===== config.mk =====
export PLATFORM = sky130hd
export DESIGN_NAME = uart_rx_os16
export DESIGN_NICKNAME = d
export VERILOG_FILES = /design/src/rtl/uart_rx_pkg.sv /design/src/rtl/uart_os_tick_gen.sv /design/src/rtl/uart_rx_os16.sv
export SDC_FILE = /design/constraint.sdc
export NUM_CORES = 1
export LEC_CHECK = 0
export CAP_MARGIN = 0
export CORE_UTILIZATION = 45
export CTS_CLUSTER_SIZE = 16
export DETAILED_ROUTE_END_ITERATION = 10
export HOLD_SLACK_MARGIN = 0.03
export PLACE_DENSITY_LB_ADDON = 0.12
export SLEW_MARGIN = 40
export SYNTH_ARGS = -nofsm -noshare
export SYNTH_HDL_FRONTEND = slang
export SYNTH_SLANG_ARGS = --single-unit
export TNS_END_PERCENT = 100

===== constraint.sdc =====
create_clock -name clk -period 2.4 [get_ports clk]
set_input_delay 0.36 -clock clk [delete_from_list [all_inputs] [get_ports clk]]
set_output_delay 0.36 -clock clk [all_outputs]
set_load 0.05 [all_outputs]

===== src/rtl/uart_rx_pkg.sv =====
// Shared types and constants for the 16x-oversampling UART receiver.
package uart_rx_pkg;

  typedef enum logic [2:0] {IDLE, START, DATA, PARITY, STOP} rx_state_t;

  localparam logic [1:0] PAR_NONE = 2'b00;
  localparam logic [1:0] PAR_ODD  = 2'b01;
  localparam logic [1:0] PAR_EVEN = 2'b10;

  localparam logic [1:0] BAUD_2400  = 2'b00;
  localparam logic [1:0] BAUD_4800  = 2'b01;
  localparam logic [1:0] BAUD_9600  = 2'b10;
  localparam logic [1:0] BAUD_19200 = 2'b11;

  localparam int ERR_PARITY = 0;
  localparam int ERR_START  = 1;
  localparam int ERR_STOP   = 2;

  localparam int DIV_W = 16;

  // Rounded CLK_FREQ / (16 * baud).
  function automatic logic [DIV_W-1:0] os_div(input int clk_freq, input logic [1:0] baud_code);
    int baud;
    case (baud_code)
      BAUD_2400: baud = 2400;
      BAUD_4800: baud = 4800;
      BAUD_9600: baud = 9600;
      default:   baud = 19200;
    endcase
    return DIV_W'((clk_freq + 8 * baud) / (16 * baud));
  endfunction

endpackage


===== src/rtl/uart_os_tick_gen.sv =====
// Oversample tick generator: one-cycle tick every div cycles; restart re-aligns the phase.
// No backpressure; tick is combinational from the counter state.
module uart_os_tick_gen
  import uart_rx_pkg::*;
(
  input  logic             clk,
  input  logic             rst,
  input  logic             restart,
  input  logic [DIV_W-1:0] div,
  output logic             tick
);

  logic [DIV_W-1:0] cnt;

  assign tick = (cnt == div - 1'b1);

  always_ff @(posedge clk) begin
    if (rst || restart) begin
      cnt <= '0;
    end else if (tick) begin
      cnt <= '0;
    end else begin
      cnt <= cnt + 1'b1;
    end
  end

endmodule


===== src/rtl/uart_rx_os16.sv =====
// 16x-oversampled UART receiver with 2-FF synchronizer and 3-sample majority vote per bit.
// Latency: done ~((1+DATA_BITS+P)*16+9) ticks after start edge plus 2 sync cycles; no backpressure.
module uart_rx_os16
  import uart_rx_pkg::*;
#(
  parameter int CLK_FREQ  = 50_000_000,
  parameter int DATA_BITS = 8
) (
  input  logic                 clk,
  input  logic                 rst,
  input  logic                 rx,
  input  logic [1:0]           baud_rate,
  input  logic [1:0]           parity_type,
  output logic [DATA_BITS-1:0] data_out,
  output logic                 rx_active_flag,
  output logic                 rx_done_flag,
  output logic [2:0]           error_flag
);

  localparam int BW = (DATA_BITS > 1) ? $clog2(DATA_BITS) : 1;
  localparam logic [BW-1:0] LAST_BIT = BW'(DATA_BITS - 1);

  localparam logic [DIV_W-1:0] DIV_2400  = os_div(CLK_FREQ, BAUD_2400);
  localparam logic [DIV_W-1:0] DIV_4800  = os_div(CLK_FREQ, BAUD_4800);
  localparam logic [DIV_W-1:0] DIV_9600  = os_div(CLK_FREQ, BAUD_9600);
  localparam logic [DIV_W-1:0] DIV_19200 = os_div(CLK_FREQ, BAUD_19200);

  rx_state_t            state, next_state;
  logic                 rx_meta, rx_s, rx_s_d;
  logic                 start_edge, tick, vote, par_en;
  logic [3:0]           scnt;
  logic [BW-1:0]        bit_cnt;
  logic [1:0]           samp;
  logic [DATA_BITS-1:0] shreg;
  logic                 parity_err;
  logic [1:0]           baud_q, par_q;
  logic [DIV_W-1:0]     div;

  // Presetting the synchronizer high keeps reset from looking like a start edge.
  always_ff @(posedge clk) begin
    if (rst) begin
      rx_meta <= 1'b1;
      rx_s    <= 1'b1;
      rx_s_d  <= 1'b1;
    end else begin
      rx_meta <= rx;
      rx_s    <= rx_meta;
      rx_s_d  <= rx_s;
    end
  end

  assign start_edge = (state == IDLE) && rx_s_d && !rx_s;
  assign vote       = (samp[0] & samp[1]) | (samp[0] & rx_s) | (samp[1] & rx_s);
  assign par_en     = (par_q == PAR_ODD) || (par_q == PAR_EVEN);

  always_comb begin
    case (baud_q)
      BAUD_2400: div = DIV_2400;
      BAUD_4800: div = DIV_4800;
      BAUD_9600: div = DIV_9600;
      default:   div = DIV_19200;
    endcase
  end

  uart_os_tick_gen u_tick (
    .clk     (clk),
    .rst     (rst),
    .restart (start_edge),
    .div     (div),
    .tick    (tick)
  );

  always_ff @(posedge clk) begin
    if (rst) state <= IDLE;
    else     state <= next_state;
  end

  always_comb begin
    next_state = state;
    case (state)
      IDLE:    if (start_edge) next_state = START;
      START: begin
        if (tick && scnt == 4'd9 && vote) next_state = IDLE;
        else if (tick && scnt == 4'd15)   next_state = DATA;
      end
      DATA:    if (tick && scnt == 4'd15 && bit_cnt == LAST_BIT) next_state = par_en ? PARITY : STOP;
      PARITY:  if (tick && scnt == 4'd15) next_state = STOP;
      STOP:    if (tick && scnt == 4'd9)  next_state = IDLE;
      default: next_state = IDLE;
    endcase
  end

  always_comb begin
    rx_active_flag = (state != IDLE);
  end

  always_ff @(posedge clk) begin
    if (rst) begin
      data_out     <= '0;
      rx_done_flag <= 1'b0;
      error_flag   <= '0;
      scnt         <= '0;
      bit_cnt      <= '0;
      samp         <= '0;
      shreg        <= '0;
      parity_err   <= 1'b0;
      baud_q       <= BAUD_2400;
      par_q        <= PAR_NONE;
    end else begin
      rx_done_flag <= 1'b0;
      if (start_edge) begin
        scnt       <= '0;
        bit_cnt    <= '0;
        parity_err <= 1'b0;
        error_flag <= '0;
        baud_q     <= baud_rate;
        par_q      <= parity_type;
      end else if (tick && state != IDLE) begin
        scnt <= scnt + 1'b1;
        if (scnt == 4'd7) samp[0] <= rx_s;
        if (scnt == 4'd8) samp[1] <= rx_s;
        case (state)
          START:  if (scnt == 4'd9 && vote) error_flag[ERR_START] <= 1'b1;
          DATA: begin
            if (scnt == 4'd9)  shreg   <= {vote, shreg[DATA_BITS-1:1]};
            if (scnt == 4'd15) bit_cnt <= bit_cnt + 1'b1;
          end
          PARITY: if (scnt == 4'd9) parity_err <= (vote != ((par_q == PAR_ODD) ? ~^shreg : ^shreg));
          STOP: begin
            if (scnt == 4'd9) begin
              data_out               <= shreg;
              error_flag[ERR_STOP]   <= ~vote;
              error_flag[ERR_START]  <= 1'b0;
              error_flag[ERR_PARITY] <= parity_err;
              rx_done_flag           <= 1'b1;
            end
          end
          default: ;
        endcase
      end
    end
  end

endmodule

==> results of run 1 <==
flip-flops by register name, indices dropped and copies added, names as in the netlist, 2 cells and up:
| name | flops |
|---|---|
| error_flag | 3 |
| scnt | 4 |
| par_q | 2 |
| samp | 2 |
| state | 3 |
| baud_q | 2 |
| bit_cnt | 3 |
| shreg | 8 |
| data_out | 8 |
| u_tick.cnt | 16 |
cells in the mapped netlist, drive strengths merged:
master,n,area share [%]
nand3b,7,2.0
a311oi,1,0.33
nor4bb,1,0.37
nor3,6,1.1
maj3,1,0.37
nor3b,1,0.28
or3,1,0.23
or3b,1,0.33
o21ai,8,1.5
a211oi,1,0.28
clkbuf,8,1.1
o211ai,1,0.28
xor2,12,3.9
nor4,9,3.4
and2,1,0.23
nand3,8,1.5
a2111o,2,0.84
dfxtp,56,42
nand2b,2,0.46
o21a,2,0.56
a31oi,2,0.46
and3b,1,0.33
nand4,2,0.46
mux2i,27,10
o211a,1,0.37
or4,3,0.98
o31ai,2,0.56
nor2b,4,0.93
inv,7,0.98
and3,9,2.1
nand2,11,1.5
buf,4,1.2
a211o,4,1.3
nor2,54,7.5
a2111oi,1,0.33
nor4b,1,0.33
o22ai,1,0.23
ha,7,3.3
xnor2,14,4.6
or2,5,1.2
a21oi,4,0.74
cells by family after synthesis:
logic type | Yosys count | synth area share, %
simple gates | 127 | 25.2
flops | 56 | 41.6
buf+inv | 19 | 3.30
fa+ha+maj | 8 | 3.62
compound gates | 30 | 7.76
xor+xnor | 26 | 8.45
mux | 27 | 10.0
report_power, final:
part           internal, W  switching (W)
Combinational     0.000122       0.000179
Sequential        0.000953      0.0000383
Clock             0.000323       0.000341
Total              0.00140       0.000559
cell type report:
cell class	count	area, um^2
timing repair buffer	38	355
clock buffer	5	68.8
tap	72	90.1
clock inverter	3	50.0
fill	519	2420
inverter	7	26.3
multi-input combinational	218	1500
sequential	56	1130
critical path: cells and delay by family (launching register included):
family / cells / cell delay (ns)
AOI/OAI and AO/OA: 1 / 0.36
muxes: 1 / 0.18
DFF: 1 / 0.35
buffers and inverters: 1 / 0.17
and+or+nand+nor: 4 / 1.14
timing repair:
action                     CTS  global route
resized for setup            0             7
setup buffers                0             2
hold buffers                 0             0
setup endpoints to repair    0            22
metal layers:
metal  vias up  GRT usage, %  routed length [um]
met1       983          26.3                2880
met3         7          3.54                 209
li1       1086             -                   -
met5         -             0                   0
met4         0          6.55                  63
met2        44          28.0                2180
final timing paths:
path / startpoint / endpoint / slack (ns) / depth (start not counted)
max: u_tick.cnt[12]$_SDFF_PP0_ / bit_cnt[2]$_SDFFE_PP0P_ / 0.12 / 7
min: rx_meta$_SDFF_PP1_ / rx_s$_SDFF_PP1_ / 0.42 / 1
max reg2reg: u_tick.cnt[12]$_SDFF_PP0_ / bit_cnt[2]$_SDFFE_PP0P_ / 0.12 / 7
min reg2reg: rx_meta$_SDFF_PP1_ / rx_s$_SDFF_PP1_ / 0.42 / 1
per-stage QoR:
stage	setup WS [ns]	instances	utilization [%]	hold slack, ns
floorplan	-0.0260	293	-	0.389
detailed placement	0.0467	389	54.4	0.398
global placement	0.0795	389	54.4	0.392
global route	0.00449	399	57.0	0.439
finish	0.117	399	57.0	0.421
CTS	0.0375	397	56.6	0.423
==> impl_metrics.ini, run 1 <==
[outcome]
outcome = finished clean

[floorplanning]
fp.dieW_um = 79.4
core-area_um2 = 5640
start_util_pct = 47.7
die_h_um = 79.4
rows = 27
pin_count = 20
die-area_um2 = 6300

[route]
avgViaCountPerCell = 5.31
wirelength_mm = 5.32
wl_per_cell_um = 13.3
vias = 2120
drt_iter0_markers = 128
drc = 0
ant_nets = 0
dr.pass1.iters = 4

[logic_synthesis]
syn_area_um2 = 2690
syn_inst = 293
syn_nets = 307
synth_area_per_cell_um2 = 9.19
ys_seq_area_share_pct = 41.6
ys_warn_count = 0
synth_cell_types = 45
ys_ff_latch = 56

[placed_design]
io_buffers = 19
hpwlAfterDp_mm = 3.92
gp_congestion = 0.829
placed_cell_area_um2 = 3070

[timing]
fin_crit_sh_pct = 95.1
finClkSkew_ns = 0.00463
worst_pin_slew_ns = 0.607
hold_violations = 0
slew_viol_final = 0
setup_viol = 0
fmax_mhz = 438
final.min_clock_period_ns = 2.28
rsz0062_at_grt = false
tns_ns = 0
slew_headroom_pct = 59.2

[grt]
grt_pass1_wl_mm = 9.27
grt_usage_pct = 18.6
overflow = 0
grt_pass1_vias = 1995
grt_max_degree = 27
antenna_found_initial = 0

[worst_setup_path]
critPathSlowestCell = or4_4
cp_data_arrival_time_ns = 2.50
worstPathCellList = or2_4 > a2111o_1 > or4_4 > nor4_2 > buf_4 > mux2i_1 > nor2_1
cp_max_fo = 6
slowest_delay_ns = 0.57
critPathLaunchType = register
cp.required_ns = 2.62
crit_type = reg -> reg
worstSetupEndpointType = register

[layout]
design_area_um2 = 3220
layout_common_cells = 54 x nor2_1, 50 x dfxtp_1, 26 x mux2i_1, 18 x clkdlybuf4s50_1, 18 x buf_4
fin_nets = 340
layout-drive-gt1-share_pct = 14.1
area_growth_pct = 19.4
antenna_cells = 0
layout_commonest_cell = nor2_1

[run]
cap_violations = 0

[power_and_ir_drop]
pwr_density_cell_nw_per_um2 = 608
vdd_drop_max_v = 0.000317
p_leak_nw = 1.21
power_w = 0.00196

[cts]
cts_buffer_depth = 2
clock_sinks = 56
path_clk_slew_ns = 0.11
cts_root_buf = clkbuf_8
worstSkewPairLatency_ns = 0.32
cts_buffers = 5
h-tree-depth = 2
cts_tree = yes

[hold_path]
hold_class = reg -> reg
(Power assumes the default switching activity.)
==> inputs of run 2 (changes only) <==
--- a/config.mk
+++ b/config.mk
@@ -6,8 +6,8 @@
 export NUM_CORES = 1
 export LEC_CHECK = 0
 export CAP_MARGIN = 0
-export CORE_UTILIZATION = 45
-export CTS_CLUSTER_SIZE = 16
+export CORE_UTILIZATION = 50
+export CTS_CLUSTER_SIZE = 24
 export DETAILED_ROUTE_END_ITERATION = 10
 export HOLD_SLACK_MARGIN = 0.03
 export PLACE_DENSITY_LB_ADDON = 0.12
==> impl_metrics.ini, run 2 (synthesis gave the netlist of run 1 again) <==
[cts]
cts_tree = yes
h-tree-depth = 2
path_clk_slew_ns = 0.11
cts_resized = 2
cts_root_buf = clkbuf_8
cts_hold_buffers = 0
worstSkewPairLatency_ns = 0.31
cts_buffer_depth = 2
cts_buffers = 5
postCtsSetupBuffers = 0
clock_sinks = 56

[layout]
area_growth_pct = 19.0
design_area_um2 = 3200
largestRegisters = u_tick.cnt: 16 flops, data_out: 8 flops, shreg: 8 flops
top_register = u_tick.cnt
final_cell_count_no_fill = 396
layout_common_cells = 54 x nor2_1, 53 x dfxtp_1, 27 x mux2i_1, 18 x clkdlybuf4s50_1, 17 x buf_4
layout_commonest_cell = nor2_1
fillCellCount = 492
fin_nets = 339
antenna_cells = 0
layout-drive-gt1-share_pct = 12.9
largest_register_ffs = 16

[timing]
hold_violations = 0
rsz0062_at_grt = true
fin_crit_sh_pct = 99.9
tns_ns = 0
setup_viol = 0
fmax_mhz = 417
slew_headroom_pct = 55.4
final.min_clock_period_ns = 2.40
finClkSkew_ns = 0.00602
worst_pin_slew_ns = 0.653
slew_viol_final = 0
fin_hold_ws_ns = 0.421

[floorplanning]
fp.dieW_um = 75.4
pin_count = 20
die-area_um2 = 5690
core-area_um2 = 5140
die_h_um = 75.4
rows = 26
start_util_pct = 52.4

[worst_setup_path]
cp_max_fo = 12
critPathLaunchType = register
worstSetupEndpointType = register
cp_data_arrival_time_ns = 2.61
cp.required_ns = 2.61
crit_type = reg -> reg

[grt]
grt_use_met1_pct = 26.5
grt_usage_pct = 21.0
grt_max_degree = 27
grt_util_met3_pct = 4.76
overflow = 0
grt_pass1_wl_mm = 8.98
busiest_layer = met2
met2_usage_pct = 35.1
grt_pass1_vias = 1980
antenna_found_initial = 0

[power_and_ir_drop]
pwr_density_cell_nw_per_um2 = 616
vdd_drop_max_v = 0.000451
power_w = 0.00197
p_leak_nw = 1.21

[route]
wirelength_mm = 5.46
wl_per_cell_um = 13.8
ant_nets = 0
drt_iter0_markers = 94
drc = 0
dr.pass1.iters = 4
vias = 2101
avgViaCountPerCell = 5.31

[placed_design]
hpwlAfterDp_mm = 3.91
gp_congestion = 0.836
placed_cell_area_um2 = 3080
dp.cells = 388
io_buffers = 19

[run]
cap_violations = 0

[outcome]
outcome = finished clean

[hold_path]
hold_class = reg -> reg
run 2: critical path: stages, from the launching register on:
cell and delay (ns):
dfxtp_2 0.34, or2_4 0.25, a2111o_1 0.39, or4_4 0.60, nor4_4 0.24, buf_12 0.20
mux2i_1 0.22, nor2_1 0.06
run 2: layer usage:
metal / up-vias / share of wire (%)
met5: - / 0
met4: 0 / 1.4
met3: 9 / 4.5
met2: 35 / 47
met1: 972 / 47
li1: 1085 / -
run 2: power breakdown:
part,internal (W),total [W],switching (W)
Combinational,0.000131,0.000321,0.000190
Clock,0.000322,0.000660,0.000337
Sequential,0.000953,0.000992,0.0000394
run 2: per-stage QoR:
stage,utilization [%],setup WS [ns]
after global placement,59.9,0.0790
after CTS,62.2,-0.0126
after global routing,62.3,-0.0977
final,62.3,0.00317
after floorplan,-,-0.0260
after detailed placement,59.9,0.0122
run 2: path summary, 6_finish.rpt:
kind	cells past startpoint	slack, ns	endpoint	startpoint
max	7	0.003	data_out[7]$_SDFFE_PP0P_	u_tick.cnt[12]$_SDFF_PP0_
min	1	0.42	rx_s$_SDFF_PP1_	rx_meta$_SDFF_PP1_
max reg2reg	7	0.003	data_out[7]$_SDFFE_PP0P_	u_tick.cnt[12]$_SDFF_PP0_
min reg2reg	1	0.42	rx_s$_SDFF_PP1_	rx_meta$_SDFF_PP1_
run 2: final cells by class:
cell class	count	area (um^2)	share of cell area, %
clock buffers	5	68.8	2.15
flip-flops and latches	56	1120	35.1
multi-input cells	218	1500	46.8
well taps	70	87.6	2.73
clock inverters	3	50.0	1.56
repair buffers	37	348	10.9
inverters	7	26.3	0.820
==> inputs of run 3 (changes only) <==
--- a/config.mk
+++ b/config.mk
@@ -9,6 +9,7 @@
 export CORE_UTILIZATION = 50
 export CTS_CLUSTER_SIZE = 24
 export DETAILED_ROUTE_END_ITERATION = 10
+export DONT_BUFFER_PORTS = 1
 export HOLD_SLACK_MARGIN = 0.03
 export PLACE_DENSITY_LB_ADDON = 0.12
 export SLEW_MARGIN = 40
==> impl_metrics.ini, run 3 (synthesis gave the netlist of run 1 again) <==
[outcome]
outcome = finished clean

[layout]
fin_nets = 326
fillCellCount = 477
design_area_um2 = 3070
top_register = u_tick.cnt
layout_common_cells = 53 x nor2_1, 48 x dfxtp_1, 26 x mux2i_1, 21 x buf_4, 14 x xnor2_1
antenna_cells = 0
layout-drive-gt1-share_pct = 17.3
largestRegisters = u_tick.cnt: 16 flops, data_out: 8 flops, shreg: 8 flops
layout_commonest_cell = nor2_1
largest_register_ffs = 16
area_growth_pct = 13.9

[power_and_ir_drop]
pwr_density_cell_nw_per_um2 = 594
power_w = 0.00182
vdd_drop_max_v = 0.000346
p_leak_nw = 1.16

[floorplanning]
core-area_um2 = 5140
pin_count = 20
die-area_um2 = 5690
die_h_um = 75.4
start_util_pct = 52.4
fp.dieW_um = 75.4
rows = 26

[route]
vias = 2078
wirelength_mm = 5.51
drc = 0
drt_iter0_markers = 98
dr.pass1.iters = 4
avgViaCountPerCell = 5.43
ant_nets = 0
wl_per_cell_um = 14.4

[worst_setup_path]
worstPathCellList = or2_4 > a2111o_1 > or4_4 > nor4_4 > buf_4 > buf_12 > mux2i_1 > nor2_1
slowest_delay_ns = 0.58
worstSetupEndpointType = register
cp.required_ns = 2.59
critPathSlowestCell = or4_4
cp_top_family = simple AND/OR/NAND/NOR gates
cp_max_fo = 6
critPathLaunchType = register
path_buf_inv = 2
cp_data_arrival_time_ns = 2.54
crit_type = reg -> reg

[placed_design]
placed_cell_area_um2 = 2900
io_buffers = 0
hpwlAfterDp_mm = 3.84
gp_congestion = 0.875

[timing]
rsz0062_at_grt = true
fmax_mhz = 424
finClkSkew_ns = 0.00411
setup_viol = 0
slew_viol_final = 0
hold_violations = 0
worst_pin_slew_ns = 0.575
final.min_clock_period_ns = 2.36
fin_crit_sh_pct = 98.2
slew_headroom_pct = 60.6

[grt]
overflow = 0
antenna_found_initial = 0
grt_usage_pct = 21.0
grt_pass1_vias = 1878
grt_max_degree = 29
grt_pass1_wl_mm = 9.03

[cts]
clock_sinks = 56
cts_tree = yes
h-tree-depth = 2
path_clk_slew_ns = 0.10
cts_buffer_depth = 2
cts_root_buf = clkbuf_8
cts_buffers = 5
worstSkewPairLatency_ns = 0.31

[run]
cap_violations = 0

[hold_path]
hold_class = in -> reg
-- run 3: cell types whose count changed in the layout (fill, tap and decap cells not counted), sizes merged --
| cell | change |
|---|---|
| clkdlybuf4s50 | -18 |
| buf | +4 |
| clkbuf | +2 |
| inv | -2 |
| bufinv | -1 |
| clkinv | +1 |
| clkinvlp | +1 |
-- run 3: worst paths after layout --
check                             from                    endpoint  slack [ns]  cells past startpoint
min reg2reg         rx_meta$_SDFF_PP1_             rx_s$_SDFF_PP1_        0.42                      1
max          u_tick.cnt[13]$_SDFF_PP0_  error_flag[0]$_SDFFE_PP0P_        0.04                      8
max reg2reg  u_tick.cnt[13]$_SDFF_PP0_  error_flag[0]$_SDFFE_PP0P_        0.04                      8
min                                rst      baud_q[1]$_SDFFE_PP0P_        0.11                      1
-- run 3: cell type report --
| class | count | area, um^2 | share of cell area, % |
|---|---|---|---|
| tap | 70 | 87.6 | 2.85 |
| timing repair buffer | 24 | 223 | 7.26 |
| sequential | 56 | 1130 | 36.9 |
| clock inverter | 2 | 16.3 | 0.530 |
| inverter | 7 | 26.3 | 0.856 |
| clock buffer | 6 | 72.6 | 2.36 |
| multi-input combinational | 218 | 1510 | 49.3 |
-- run 3: timing repair --
item,in CTS,in global routing
hold buffers,0,0
endpoints found under the setup margin,0,23
setup buffers,0,3
resized for setup,0,12
-- run 3: through the flow --
step	cells	util [%]	setup slack [ns]	hold WS, ns	setup TNS [ns]
floorplan	293	-	-0.0260	0.389	-0.208
global placement	371	56.5	0.0785	0.394	0
detailed placement	371	56.5	0.0445	0.397	0
CTS	379	58.2	0.0294	0.0984	0
global route	383	59.7	-0.0274	0.0795	-0.121
finish	383	59.7	0.0438	0.106	0
-- run 3: report_power, final --
| part | total, W | switching (W) | internal, W | leakage (nW) |
|---|---|---|---|---|
| Clock | 0.000518 | 0.000309 | 0.000208 | 0.0414 |
| Combinational | 0.000314 | 0.000191 | 0.000123 | 0.661 |
| Sequential | 0.000993 | 0.0000402 | 0.000953 | 0.456 |
-- run 3: metal layers --
metal	vias up	track usage [%]	wire length [um]
met4	0	6.17	62
li1	1062	-	-
met1	979	28.3	2700
met3	4	4.89	175
met5	-	0	0
met2	33	33.6	2560
